File: src/rtl/mips_pkg.sv
// Shared encodings for the ID/EX issue stage: ALU slice control codes, MIPS opcode/funct
// constants and the latched EX control bundle.
package mips_pkg;

    localparam logic [3:0] ALU_AND  = 4'd0;
    localparam logic [3:0] ALU_OR   = 4'd1;
    localparam logic [3:0] ALU_ADD  = 4'd2;
    localparam logic [3:0] ALU_XOR  = 4'd3;
    localparam logic [3:0] ALU_SUB  = 4'd10;
    localparam logic [3:0] ALU_SLT  = 4'd11;
    localparam logic [3:0] ALU_SLTU = 4'd12;

    localparam logic [5:0] OP_RTYPE = 6'h00;
    localparam logic [5:0] OP_BEQ   = 6'h04;
    localparam logic [5:0] OP_ADDI  = 6'h08;
    localparam logic [5:0] OP_ADDIU = 6'h09;
    localparam logic [5:0] OP_SLTI  = 6'h0A;
    localparam logic [5:0] OP_SLTIU = 6'h0B;
    localparam logic [5:0] OP_ANDI  = 6'h0C;
    localparam logic [5:0] OP_ORI   = 6'h0D;
    localparam logic [5:0] OP_XORI  = 6'h0E;
    localparam logic [5:0] OP_LW    = 6'h23;
    localparam logic [5:0] OP_SW    = 6'h2B;

    localparam logic [5:0] FN_ADD  = 6'h20;
    localparam logic [5:0] FN_ADDU = 6'h21;
    localparam logic [5:0] FN_SUB  = 6'h22;
    localparam logic [5:0] FN_SUBU = 6'h23;
    localparam logic [5:0] FN_AND  = 6'h24;
    localparam logic [5:0] FN_OR   = 6'h25;
    localparam logic [5:0] FN_XOR  = 6'h26;
    localparam logic [5:0] FN_SLT  = 6'h2A;
    localparam logic [5:0] FN_SLTU = 6'h2B;

    typedef struct packed {
        logic       regwr;
        logic       memrd;
        logic       memwr;
        logic       branch;
        logic       ovf_en;
        logic       illegal;
        logic [3:0] alu_ctrl;
    } ex_ctrl_t;

    localparam ex_ctrl_t EX_CTRL_NOP = '0;

    // Instructions whose rt field is a source operand rather than a destination.
    function automatic logic reads_rt_op(input logic [5:0] opcode);
        return (opcode == OP_RTYPE) || (opcode == OP_SW) || (opcode == OP_BEQ);
    endfunction

endpackage

File: src/rtl/alu_decode.sv
// Combinational ID decode: opcode/funct to EX control bundle, immediate handling and
// operand-routing hints.
module alu_decode
    import mips_pkg::*;
(
    input  logic [5:0] opcode,
    input  logic [5:0] funct,
    output ex_ctrl_t   ctrl,
    output logic       imm_zext,
    output logic       use_imm,
    output logic       dst_rt,
    output logic       reads_rt
);

    always_comb begin
        ctrl     = EX_CTRL_NOP;
        imm_zext = 1'b0;
        use_imm  = 1'b0;
        dst_rt   = 1'b1;
        reads_rt = reads_rt_op(opcode);
        case (opcode)
            OP_RTYPE: begin
                dst_rt     = 1'b0;
                ctrl.regwr = 1'b1;
                case (funct)
                    FN_ADD: begin
                        ctrl.alu_ctrl = ALU_ADD;
                        ctrl.ovf_en   = 1'b1;
                    end
                    FN_ADDU: ctrl.alu_ctrl = ALU_ADD;
                    FN_SUB: begin
                        ctrl.alu_ctrl = ALU_SUB;
                        ctrl.ovf_en   = 1'b1;
                    end
                    FN_SUBU: ctrl.alu_ctrl = ALU_SUB;
                    FN_AND:  ctrl.alu_ctrl = ALU_AND;
                    FN_OR:   ctrl.alu_ctrl = ALU_OR;
                    FN_XOR:  ctrl.alu_ctrl = ALU_XOR;
                    FN_SLT:  ctrl.alu_ctrl = ALU_SLT;
                    FN_SLTU: ctrl.alu_ctrl = ALU_SLTU;
                    default: begin
                        ctrl.regwr   = 1'b0;
                        ctrl.illegal = 1'b1;
                    end
                endcase
            end
            OP_ADDI: begin
                ctrl.regwr    = 1'b1;
                ctrl.ovf_en   = 1'b1;
                ctrl.alu_ctrl = ALU_ADD;
                use_imm       = 1'b1;
            end
            OP_ADDIU: begin
                ctrl.regwr    = 1'b1;
                ctrl.alu_ctrl = ALU_ADD;
                use_imm       = 1'b1;
            end
            OP_SLTI: begin
                ctrl.regwr    = 1'b1;
                ctrl.alu_ctrl = ALU_SLT;
                use_imm       = 1'b1;
            end
            OP_SLTIU: begin
                ctrl.regwr    = 1'b1;
                ctrl.alu_ctrl = ALU_SLTU;
                use_imm       = 1'b1;
            end
            OP_ANDI: begin
                ctrl.regwr    = 1'b1;
                ctrl.alu_ctrl = ALU_AND;
                use_imm       = 1'b1;
                imm_zext      = 1'b1;
            end
            OP_ORI: begin
                ctrl.regwr    = 1'b1;
                ctrl.alu_ctrl = ALU_OR;
                use_imm       = 1'b1;
                imm_zext      = 1'b1;
            end
            OP_XORI: begin
                ctrl.regwr    = 1'b1;
                ctrl.alu_ctrl = ALU_XOR;
                use_imm       = 1'b1;
                imm_zext      = 1'b1;
            end
            OP_LW: begin
                ctrl.regwr    = 1'b1;
                ctrl.memrd    = 1'b1;
                ctrl.alu_ctrl = ALU_ADD;
                use_imm       = 1'b1;
            end
            OP_SW: begin
                ctrl.memwr    = 1'b1;
                ctrl.alu_ctrl = ALU_ADD;
                use_imm       = 1'b1;
            end
            OP_BEQ: begin
                ctrl.branch   = 1'b1;
                ctrl.alu_ctrl = ALU_SUB;
            end
            default: ctrl.illegal = 1'b1;
        endcase
    end

endmodule

File: src/rtl/id_ex_alu_issue.sv
// ID/EX pipeline register feeding the ripple ALU: decode, operand latch, EX/MEM and MEM/WB
// forwarding, and load-use bubble insertion.
module id_ex_alu_issue
    import mips_pkg::*;
#(
    parameter int unsigned WIDTH = 32,
    parameter int unsigned RA_W  = 5
) (
    input  logic             clk,
    input  logic             rst_n,
    input  logic             id_valid,
    input  logic [5:0]       id_opcode,
    input  logic [5:0]       id_funct,
    input  logic [RA_W-1:0]  id_rs,
    input  logic [RA_W-1:0]  id_rt,
    input  logic [RA_W-1:0]  id_rd,
    input  logic [WIDTH-1:0] id_rs_data,
    input  logic [WIDTH-1:0] id_rt_data,
    input  logic [15:0]      id_imm,
    input  logic             stall,
    input  logic             flush,
    input  logic             exm_wr,
    input  logic [RA_W-1:0]  exm_rd,
    input  logic [WIDTH-1:0] exm_data,
    input  logic             mwb_wr,
    input  logic [RA_W-1:0]  mwb_rd,
    input  logic [WIDTH-1:0] mwb_data,
    output logic             hz_stall,
    output logic             ex_valid,
    output logic [3:0]       alu_ctrl,
    output logic             alu_cin,
    output logic [WIDTH-1:0] alu_a,
    output logic [WIDTH-1:0] alu_b,
    output logic [RA_W-1:0]  ex_dst,
    output logic             ex_regwr,
    output logic             ex_memrd,
    output logic             ex_memwr,
    output logic             ex_branch,
    output logic             ex_ovf_en,
    output logic [WIDTH-1:0] ex_store,
    output logic             ex_illegal
);

    ex_ctrl_t         id_ctrl;
    logic             id_imm_zext;
    logic             id_use_imm;
    logic             id_dst_rt;
    logic             id_reads_rt;
    logic [WIDTH-1:0] id_imm_ext;

    alu_decode u_alu_decode (
        .opcode   (id_opcode),
        .funct    (id_funct),
        .ctrl     (id_ctrl),
        .imm_zext (id_imm_zext),
        .use_imm  (id_use_imm),
        .dst_rt   (id_dst_rt),
        .reads_rt (id_reads_rt)
    );

    assign id_imm_ext = {{(WIDTH-16){id_imm[15] & ~id_imm_zext}}, id_imm};

    logic             valid_q;
    ex_ctrl_t         ctrl_q;
    logic [RA_W-1:0]  rs_q;
    logic [RA_W-1:0]  rt_q;
    logic [RA_W-1:0]  dst_q;
    logic [WIDTH-1:0] rs_data_q;
    logic [WIDTH-1:0] rt_data_q;
    logic [WIDTH-1:0] imm_q;
    logic             use_imm_q;

    // Load-use: the load in EX cannot deliver its data before the consumer in ID reaches EX.
    logic rs_conflict;
    logic rt_conflict;

    assign rs_conflict = (dst_q == id_rs);
    assign rt_conflict = id_reads_rt && (dst_q == id_rt);
    assign hz_stall    = !flush && valid_q && ctrl_q.memrd && (dst_q != '0) && id_valid
                         && (rs_conflict || rt_conflict);

    always_ff @(posedge clk or negedge rst_n) begin
        if (!rst_n) begin
            valid_q   <= 1'b0;
            ctrl_q    <= EX_CTRL_NOP;
            rs_q      <= '0;
            rt_q      <= '0;
            dst_q     <= '0;
            rs_data_q <= '0;
            rt_data_q <= '0;
            imm_q     <= '0;
            use_imm_q <= 1'b0;
        end else if (flush) begin
            valid_q <= 1'b0;
            ctrl_q  <= EX_CTRL_NOP;
        end else if (!stall) begin
            if (hz_stall) begin
                valid_q <= 1'b0;
                ctrl_q  <= EX_CTRL_NOP;
            end else begin
                valid_q   <= id_valid;
                ctrl_q    <= id_valid ? id_ctrl : EX_CTRL_NOP;
                rs_q      <= id_rs;
                rt_q      <= id_rt;
                dst_q     <= id_dst_rt ? id_rt : id_rd;
                rs_data_q <= id_rs_data;
                rt_data_q <= id_rt_data;
                imm_q     <= id_imm_ext;
                use_imm_q <= id_use_imm;
            end
        end
    end

    // EX/MEM is the younger producer, so it is tested first; r0 is hard-wired and never forwarded.
    logic [WIDTH-1:0] fwd_a;
    logic [WIDTH-1:0] fwd_b;

    always_comb begin
        fwd_a = rs_data_q;
        if (exm_wr && (exm_rd != '0) && (exm_rd == rs_q)) begin
            fwd_a = exm_data;
        end else if (mwb_wr && (mwb_rd != '0) && (mwb_rd == rs_q)) begin
            fwd_a = mwb_data;
        end
    end

    always_comb begin
        fwd_b = rt_data_q;
        if (exm_wr && (exm_rd != '0) && (exm_rd == rt_q)) begin
            fwd_b = exm_data;
        end else if (mwb_wr && (mwb_rd != '0) && (mwb_rd == rt_q)) begin
            fwd_b = mwb_data;
        end
    end

    assign ex_valid   = valid_q;
    assign alu_ctrl   = ctrl_q.alu_ctrl;
    assign alu_cin    = ctrl_q.alu_ctrl[3];
    assign alu_a      = fwd_a;
    assign alu_b      = use_imm_q ? imm_q : fwd_b;
    assign ex_store   = fwd_b;
    assign ex_dst     = dst_q;
    assign ex_regwr   = ctrl_q.regwr;
    assign ex_memrd   = ctrl_q.memrd;
    assign ex_memwr   = ctrl_q.memwr;
    assign ex_branch  = ctrl_q.branch;
    assign ex_ovf_en  = ctrl_q.ovf_en;
    assign ex_illegal = ctrl_q.illegal;

endmodule

File: config.mk
export PLATFORM = sky130hd
export DESIGN_NAME = id_ex_alu_issue
export DESIGN_NICKNAME = d
export VERILOG_FILES = /design/src/rtl/mips_pkg.sv /design/src/rtl/alu_decode.sv /design/src/rtl/id_ex_alu_issue.sv
export SDC_FILE = /design/constraint.sdc
export NUM_CORES = 1
export LEC_CHECK = 0
export ABC_CLOCK_PERIOD_IN_PS = 6780
export CAP_MARGIN = 20
export CORE_ASPECT_RATIO = 2
export CORE_MARGIN = 1.5
export CORE_UTILIZATION = 46
export DETAILED_ROUTE_END_ITERATION = 10
export PLACE_DENSITY = 0.88
export SLEW_MARGIN = 10
export SYNTH_ARGS = -nofsm -noshare
export SYNTH_HDL_FRONTEND = slang
export SYNTH_SLANG_ARGS = --single-unit
File: constraint.sdc
create_clock -name clk -period 6.78 [get_ports clk]
set_input_delay 0.678 -clock clk [delete_from_list [all_inputs] [get_ports clk]]
set_output_delay 0.678 -clock clk [all_outputs]
set_load 0.005 [all_outputs]
* Word level (Yosys, flattened, before mapping) *
Cells that the tools add are included.

word-level totals
  flip-flop bits (word level) = 108
  latch bits = 0
  RAM bits = 0
  memory bits (read-only) = 0
  bits of input ports = 188
  output and inout bits = 114
  word-level logic and storage cells = 102
  memories = 0

operators by class
  add/sub/neg operators = 0
  $mul = 0
  div/mod/pow operators = 0
  $lt $le $gt $ge = 0
  eq/ne operators = 26
  shift operators = 0
  multiplexer cells = 26
  bitwise gates (word level) = 5
  reduce and logical (&&, ||, !) cells = 30

operator list
  kind                                            count
  2-to-1 mux 32 bit                               5
  == test 6 bit (second input constant)           11
  == test 6 x 4 -> 1 bit (second input constant)  7
  2-to-1 mux 10 bit                               4
  == test 5 bit                                   6
  one-hot mux 4 bit (7 select lines)              1
  one-hot mux 4 bit (6 select lines)              1
  OR reduction 9 bit                              2
  nonzero test 5 bit                              3
  logical AND 1 bit                               12
  2-to-1 mux 1 bit                                11
  OR reduction 10 bit                             1
  OR reduction 8 bit                              1
  == test 6 x 3 -> 1 bit (second input constant)  1
  logical NOT 6 bit                               1
  one-hot mux 1 bit (2 select lines)              3
  OR reduction 2 bit                              3
  2-to-1 mux 5 bit                                1
  NOT 1 bit                                       4
  OR reduction 4 bit                              1
  logical OR 1 bit                                3
  AND reduction 3 bit                             1
  OR reduction 3 bit                              1
  != test 2 x 1 -> 1 bit (second input constant)  1
  2 further kinds                                 2

* Depth between registers and ports, before layout *
Gate-level depths: netlist of the first run.

  word-level depth = 9
  mapped depth = 8
  depth with buffers taken out = 5

* Modules after synthesis *
A second synthesis of the first run with hierarchy kept.

second synthesis, totals
  cell total of the unflattened synthesis = 659
  area, all modules = 6686.4 µm²

by module, submodules not included
  module           instances  cells an instance  area an instance (µm²)  sequential area each (µm²)
  id_ex_alu_issue  1          601                6338.6                  2702.6
  alu_decode       1          58                 347.8                   0.0

* Least setup slack after synthesis of the first run *
OpenSTA, ideal clock, no wires.

  path type = input-to-output
  from = input exm_rd[1]
  to = output alu_b[10]
  data arrival time = 2.369 ns
  required time = 6.102 ns
  path slack = 3.733 ns
  stages on the path = 7
  buffers on the path = 2
  cells stage by stage = or4_1 > o21a_1 > and3_1 > clkbuf_1 > nor2_1 > clkbuf_1 > a221oi_1

between the ends
  word-level cells in the longest chain between the ends = 5

ends and longest elaborated chain
  element                line                    RTL
  start, declared        id_ex_alu_issue.sv:23   input logic [RA_W-1:0] exm_rd,
  nonzero test 5 bit     id_ex_alu_issue.sv:129  if (exm_wr && (exm_rd != '0) && (exm_rd == rt_q)) begin
  logical AND 1 bit      id_ex_alu_issue.sv:129
  logical AND 1 bit (*)  id_ex_alu_issue.sv:129
  2-to-1 mux 32 bit (*)  id_ex_alu_issue.sv:129
  2-to-1 mux 32 bit (*)  id_ex_alu_issue.sv:140  assign alu_b = use_imm_q ? imm_q : fwd_b;
  end, declared          id_ex_alu_issue.sv:33   output logic [WIDTH-1:0] alu_b,

Mark *: on every way between the ends. The rest lies on a longest branch, timed or not.

* Worst setup path after layout of the first run *
  from = input mwb_rd[1]
  to = output alu_a[20]

between the ends
  word-level cells in the longest chain between the ends = 5

ends and longest elaborated chain
  element                line                    RTL
  start, declared        id_ex_alu_issue.sv:26   input logic [RA_W-1:0] mwb_rd,
  nonzero test 5 bit     id_ex_alu_issue.sv:122  end else if (mwb_wr && (mwb_rd != '0) && (mwb_rd == rs_q)) begin
  logical AND 1 bit      id_ex_alu_issue.sv:122
  logical AND 1 bit (*)  id_ex_alu_issue.sv:122
  2-to-1 mux 32 bit (*)  id_ex_alu_issue.sv:122
  2-to-1 mux 32 bit (*)  id_ex_alu_issue.sv:120  if (exm_wr && (exm_rd != '0) && (exm_rd == rs_q)) begin
  end, declared          id_ex_alu_issue.sv:32   output logic [WIDTH-1:0] alu_a,

Marked as above.

==> results of run 1 <==
[cell type report]
| type | instances | area (um^2) |
|---|---|---|
| Inverter | 20 | 75.1 |
| Fill cell | 1043 | 3920 |
| Clock buffer | 11 | 243 |
| Multi-Input combinational cell | 480 | 3640 |
| Tap cell | 189 | 236 |
| Clock inverter | 5 | 60.1 |
| Antenna cell | 3 | 7.51 |
| Sequential cell | 108 | 2700 |
| Timing Repair Buffer | 310 | 3080 |
[placed cells by master (no fill, tap or decap), drive strengths merged, types with 2 or more instances in the layout]
cell,synthesis,layout
and4b,2,2
xor2,24,24
clkinv,0,2
nand3,5,5
o22ai,2,2
mux2,101,101
and3,17,17
inv,20,21
o21a,2,2
nor3,25,25
o21ai,37,37
dfrtp,108,108
nand2b,2,2
buf,18,10
clkdlybuf4s50,0,300
nor4,3,3
o31ai,16,16
nor2,60,60
mux2i,51,51
nor2b,6,6
or4,4,4
a32o,6,6
xnor2,7,7
clkbuf,33,11
a22o,5,5
diode,0,3
nor4b,2,2
nand2,37,37
and4,2,2
or2,2,2
a221oi,32,32
a21oi,21,21
[cells by family after synthesis]
logic type | Yosys count | share of synthesized area
muxes | 152 | 0.248
buffers and inverters | 71 | 0.0471
and+or+nand+nor | 168 | 0.122
DFF | 108 | 0.407
AOI/OAI and AO/OA | 129 | 0.134
xor gates and xnor gates | 31 | 0.0409
[routing by layer]
metal  GRT usage  vias up  part of all wire
met5           0        -                 0
met1       0.349     3150              0.34
li1            -     2955                 -
met4       0.209        0             0.071
met2       0.553      343              0.51
met3      0.0768       95             0.072
[final timing paths]
check	from	end	slack (ps)	depth (start not counted)
max in group asynchronous	rst_n	use_imm_q$_DFFE_PN0P_	5090	2
min reg2reg	imm_q[3]$_DFFE_PN0P_	imm_q[3]$_DFFE_PN0P_	490	1
max	mwb_rd[1]	alu_a[20]	1600	8
min	rst_n	rs_data_q[10]$_DFFE_PN0P_	270	1
min in group clk	imm_q[3]$_DFFE_PN0P_	imm_q[3]$_DFFE_PN0P_	490	1
max reg2reg	ex_dst[0]$_DFFE_PN0P_	rt_data_q[15]$_DFFE_PN0P_	3960	6
[worst max-delay path, stage by stage]
cell and delay, ps:
clkdlybuf4s50_1 530, or4_1 130, o21a_1 660, and4_2 790, buf_4 470, mux2i_1 120, o21ai_0 500, clkdlybuf4s50_1 610
[metrics by stage]
| step | std cells | area, um^2 | hold slack, ps | total power, mW | util |
|---|---|---|---|---|---|
| 6_report | 1126 | 10000 | 272 | 2.08 | 0.719 |
| 5_1_grt | 1126 | 10000 | 299 | 2.18 | 0.719 |
| 4_1_cts | 1123 | 10000 | 283 | 2.09 | 0.719 |
| 3_5_place_dp | 1107 | 9730 | 476 | 1.55 | 0.697 |
| 3_3_place_gp | 1107 | 9730 | 468 | 1.53 | 0.697 |
| 2_1_floorplan | 659 | 6640 | 382 | 1.09 | - |
[cell usage after synthesis, drive strengths merged, types with 3 or more instances]
cell    number
xnor2        7
inv         20
and3        17
mux2       101
nor4         3
o21ai       37
dfrtp      108
nor3        25
mux2i       51
o31ai       16
nand2       37
a221oi      32
xor2        24
nand3        5
clkbuf      33
a22o         5
a32o         6
nor2b        6
or4          4
a21oi       21
nor2        60
buf         18
[registers in the layout, summed over array words and instances, names as in the netlist]
name,flops
rs_q,5
alu_ctrl,4
rt_data_q,32
ex_dst,5
rt_q,5
ex_memrd,1
rs_data_q,32
ex_illegal,1
ex_regwr,1
ex_valid,1
ex_memwr,1
ex_branch,1
imm_q,17
use_imm_q,1
ex_ovf_en,1
[power groups by stage]
stage | clock [mW] | sequential [mW] | combinational (mW)
after floorplan | 0 | 0.781 | 0.306
after global placement | 0 | 0.803 | 0.728
after detailed placement | 0 | 0.809 | 0.744
after CTS | 0.546 | 0.796 | 0.748
after global routing | 0.574 | 0.807 | 0.803
final | 0.536 | 0.798 | 0.748
==> qor.yml, run 1 <==
status: "complete, no violations"
clk_latency_ps: 340
antenna_found_initial: 3
grt_pass1_wl_um: 36900
hold_path.class: "in -> async"
ys_types: 43
power_frac_comb: 0.359
clock-skew-final_ps: 11.6
setup_ws_ps: 1600
clock_path_buffers: 2
grt_pass1_vias: 6619
start_util: 0.475
timing.fmax_mhz: 193
yosys_warnings: 0
tightest_slew_ps: 1030
root_buffer: "clkbuf_16"
synth_area_leaders: "dfrtp_1 (41%), mux2_2 (12%), mux2i_1 (7.7%)"
clkSinkCount: 108
first_pass_iters: 6
cap_violations: 0
gp_congestion: 0.957
die_area_mm2: 0.0152
grt_start_max_net_pins: 76
drive_above_1_share: 0.115
netlist_area_mm2: 0.00664
place_hpwl_um: 19100
nets: 1117
required_ps: 6100
finalCritPeriodShare: 0.765
synth_fp_nets: 847
leakage_nw: 4.07
tns_ps: 0
vdd_ir_drop_max_v: 0.000148
routed_wl_um: 24900
rows: 61
rsz0062_at_grt: "no"
drt-initial-drc-count: 333
final-hold-violation-count: 0
grt.total_usage: 0.326
viasPerCell: 5.81
syn_inst: 659
num_vias: 6543
wire_per_inst_um: 22.1
setup_viol: 0
fp.dieH_um: 173
worstSetupEndpointType: "primary output"
cp_max_fo: 21
power.share.sequential: 0.383
crit_path_start_kind: "input pin"
clk_pin_slew_ps: 70
synth_edf_count: 0
power_switching_share: 0.287
ys_ff_latch: 108
p_clk_frac: 0.257
synth_largest_area_cell: "dfrtp_1"
intPower_mw: 1.48
synth_area_per_cell_um2: 10.1
post-place-ws_ps: 1720
power_density_mw_per_mm2: 207
cts_tree: "done"
p_sw_mw: 0.598
cts_resized: 0
postRouteAntennaNets: 0
final-max-slew-violation-count: 0
period_minus_slack_ps: 5180
fp.dieW_um: 87.9
syn_to_final_growth_pct: 51.4
io_pins: 302
h-tree-depth: 3
relSlewSlack: 0.310
yosysTopAreaCellShare: 0.407
core_area_mm2: 0.0140
portBuffers: 301
holdBufCountCts: 0
yosysSeqAreaShare: 0.407
dominantRegCellSynth: "dfrtp_1"
cts_buffers: 9
grt_overflow: 0
crit_arrival_ps: 4510
path_class: "in -> out"
post-route-drc-count: 0
async_flop_share: 1.00
postCtsSetupRepairBufs: 0
Power figures use the tool's default switching activity.
==> run 2: changes to the inputs <==
Settings changed: ABC_CLOCK_PERIOD_IN_PS 6780 to 5300, CORE_UTILIZATION 46 to 42, PLACE_DENSITY 0.88 to 0.81.
Clock period 6.78 ns to 5.3 ns, I/O delays scaled along.
==> run 2 against run 1 <==
Die area is 9.3% higher. Sequential power grew 29%. Sequential share of layout area decreased by 0.18 points. Hold slack worse by 31 ps. Via count down 2.0%. Clock-buffer cell count shrank 2. Clock power rose by 41%. Register-to-register slack got worse by 2000 ps. Largest cell class unchanged.
==> qor.yml, run 2 (synthesis gave the netlist of run 1 again) <==
status: "complete, no violations"
first_pass_iters: 5
final-hold-violation-count: 0
power.share.sequential: 0.378
rows: 64
post-route-drc-count: 0
reg.largest.list: "rs_data_q x32, rt_data_q x32, imm_q x17"
hold_slack_ps: 241
antenna_found_initial: 1
place_hpwl_um: 18200
grt_start_max_net_pins: 87
period_minus_slack_ps: 4670
required_ps: 4770
final-max-slew-violation-count: 0
cts_buffers: 9
cap_violations: 0
syn_to_final_growth_pct: 52.4
power.total_mw: 2.72
crit_path_start_kind: "input pin"
viasPerCell: 5.67
routed_wl_um: 23800
root_buffer: "clkbuf_16"
grt_pass1_wl_um: 36500
clkSinkCount: 108
power_switching_share: 0.274
relSlewSlack: 0.294
crit_arrival_ps: 4140
cts_resized: 0
io_pins: 302
rsz0062_at_grt: "no"
postRouteAntennaNets: 0
fill_cells: 1290
p_sw_mw: 0.745
hold_path.class: "in -> async"
gp_congestion: 0.939
clock_path_buffers: 2
fp.dieW_um: 91.9
leakage_nw: 4.10
h-tree-depth: 3
power_density_mw_per_mm2: 269
final_cell_mix: "clkdlybuf4s50_1 (300), dfrtp_1 (107), mux2_2 (72)"
holdBufCountCts: 0
grt.total_usage: 0.286
drive_above_1_share: 0.114
finalCritPeriodShare: 0.881
placed_cell_area_mm2: 0.00973
cts_tree: "done"
wire_per_inst_um: 21.1
clk_latency_ps: 340
tns_ps: 0
tightest_slew_ps: 1060
grt_overflow: 0
timing.fmax_mhz: 214
setup_ws_ps: 628
power_frac_comb: 0.345
core_area_mm2: 0.0154
nets: 1118
cp_max_fo: 32
die_area_mm2: 0.0166
utilization: 0.658
fp.dieH_um: 181
grt_pass1_vias: 6664
vdd_ir_drop_max_v: 0.000181
post-place-ws_ps: 729
final_common_cell: "clkdlybuf4s50_1"
drt-initial-drc-count: 203
clk_pin_slew_ps: 70
postCtsSetupRepairBufs: 0
dp_cells: 1115
worstSetupEndpointType: "primary output"
p_clk_frac: 0.277
fin_cells: 1132
clock-skew-final_ps: 12.2
path_class: "in -> out"
setup_viol: 0
portBuffers: 301
design_area_mm2: 0.0101
start_util: 0.432
intPower_mw: 1.98
num_vias: 6414
==> run 2: cell types whose count changed in the layout (fill, tap and decap cells not counted), sizes merged <==
cell	change
diode	-2
buf	+1
clkbuf	-2
bufinv	+2
inv	-1
clkinv	-1
==> run 2: critical path, cell delays in order <==
cell             delay (ps)
clkdlybuf4s50_1         540
or4_1                   140
o21a_1                  590
nand3_2                 990
mux2i_1                 350
a221oi_1                380
clkdlybuf4s50_1         600
==> run 2: path summary, 6_finish.rpt <==
path | startpoint | to | slack, ps | cells past startpoint
worst max register to register | ex_dst[3]$_DFFE_PN0P_ | rt_data_q[13]$_DFFE_PN0P_ | 1950 | 7
worst max-delay path | mwb_rd[2] | alu_b[1] | 630 | 7
min in group clk | imm_q[4]$_DFFE_PN0P_ | imm_q[4]$_DFFE_PN0P_ | 490 | 1
max in group asynchronous | rst_n | use_imm_q$_DFFE_PN0P_ | 3820 | 2
worst min register to register | imm_q[4]$_DFFE_PN0P_ | imm_q[4]$_DFFE_PN0P_ | 490 | 1
worst min-delay path | rst_n | ex_dst[3]$_DFFE_PN0P_ | 240 | 1
==> run 2: power groups by stage <==
stage               combinational, mW  sequential, mW  clock (mW)
finish                          0.940            1.03       0.754
global placement                0.921            1.04           0
floorplan                       0.391            1.00           0
detailed placement              0.936            1.04           0
CTS                             0.941            1.03       0.768
global route                     1.01            1.04       0.801
==> run 2: final cells by class <==
type                            count  area, um^2  area share
Timing Repair Buffer              311        3120       0.308
Antenna cell                        1        2.50    0.000248
Clock buffer                        9         225      0.0223
Inverter                           20        75.1     0.00743
Multi-Input combinational cell    480        3630       0.360
Tap cell                          198         248      0.0245
Sequential cell                   108        2700       0.267
Clock inverter                      5         103      0.0101
==> run 2: per-layer routing <==
metal / vias to the layer above / track usage / part of all wire
li1: 2949 / - / -
met1: 3096 / 0.290 / 0.34
met2: 295 / 0.529 / 0.54
met3: 74 / 0.0627 / 0.060
met4: 0 / 0.156 / 0.053
met5: - / 0 / 0
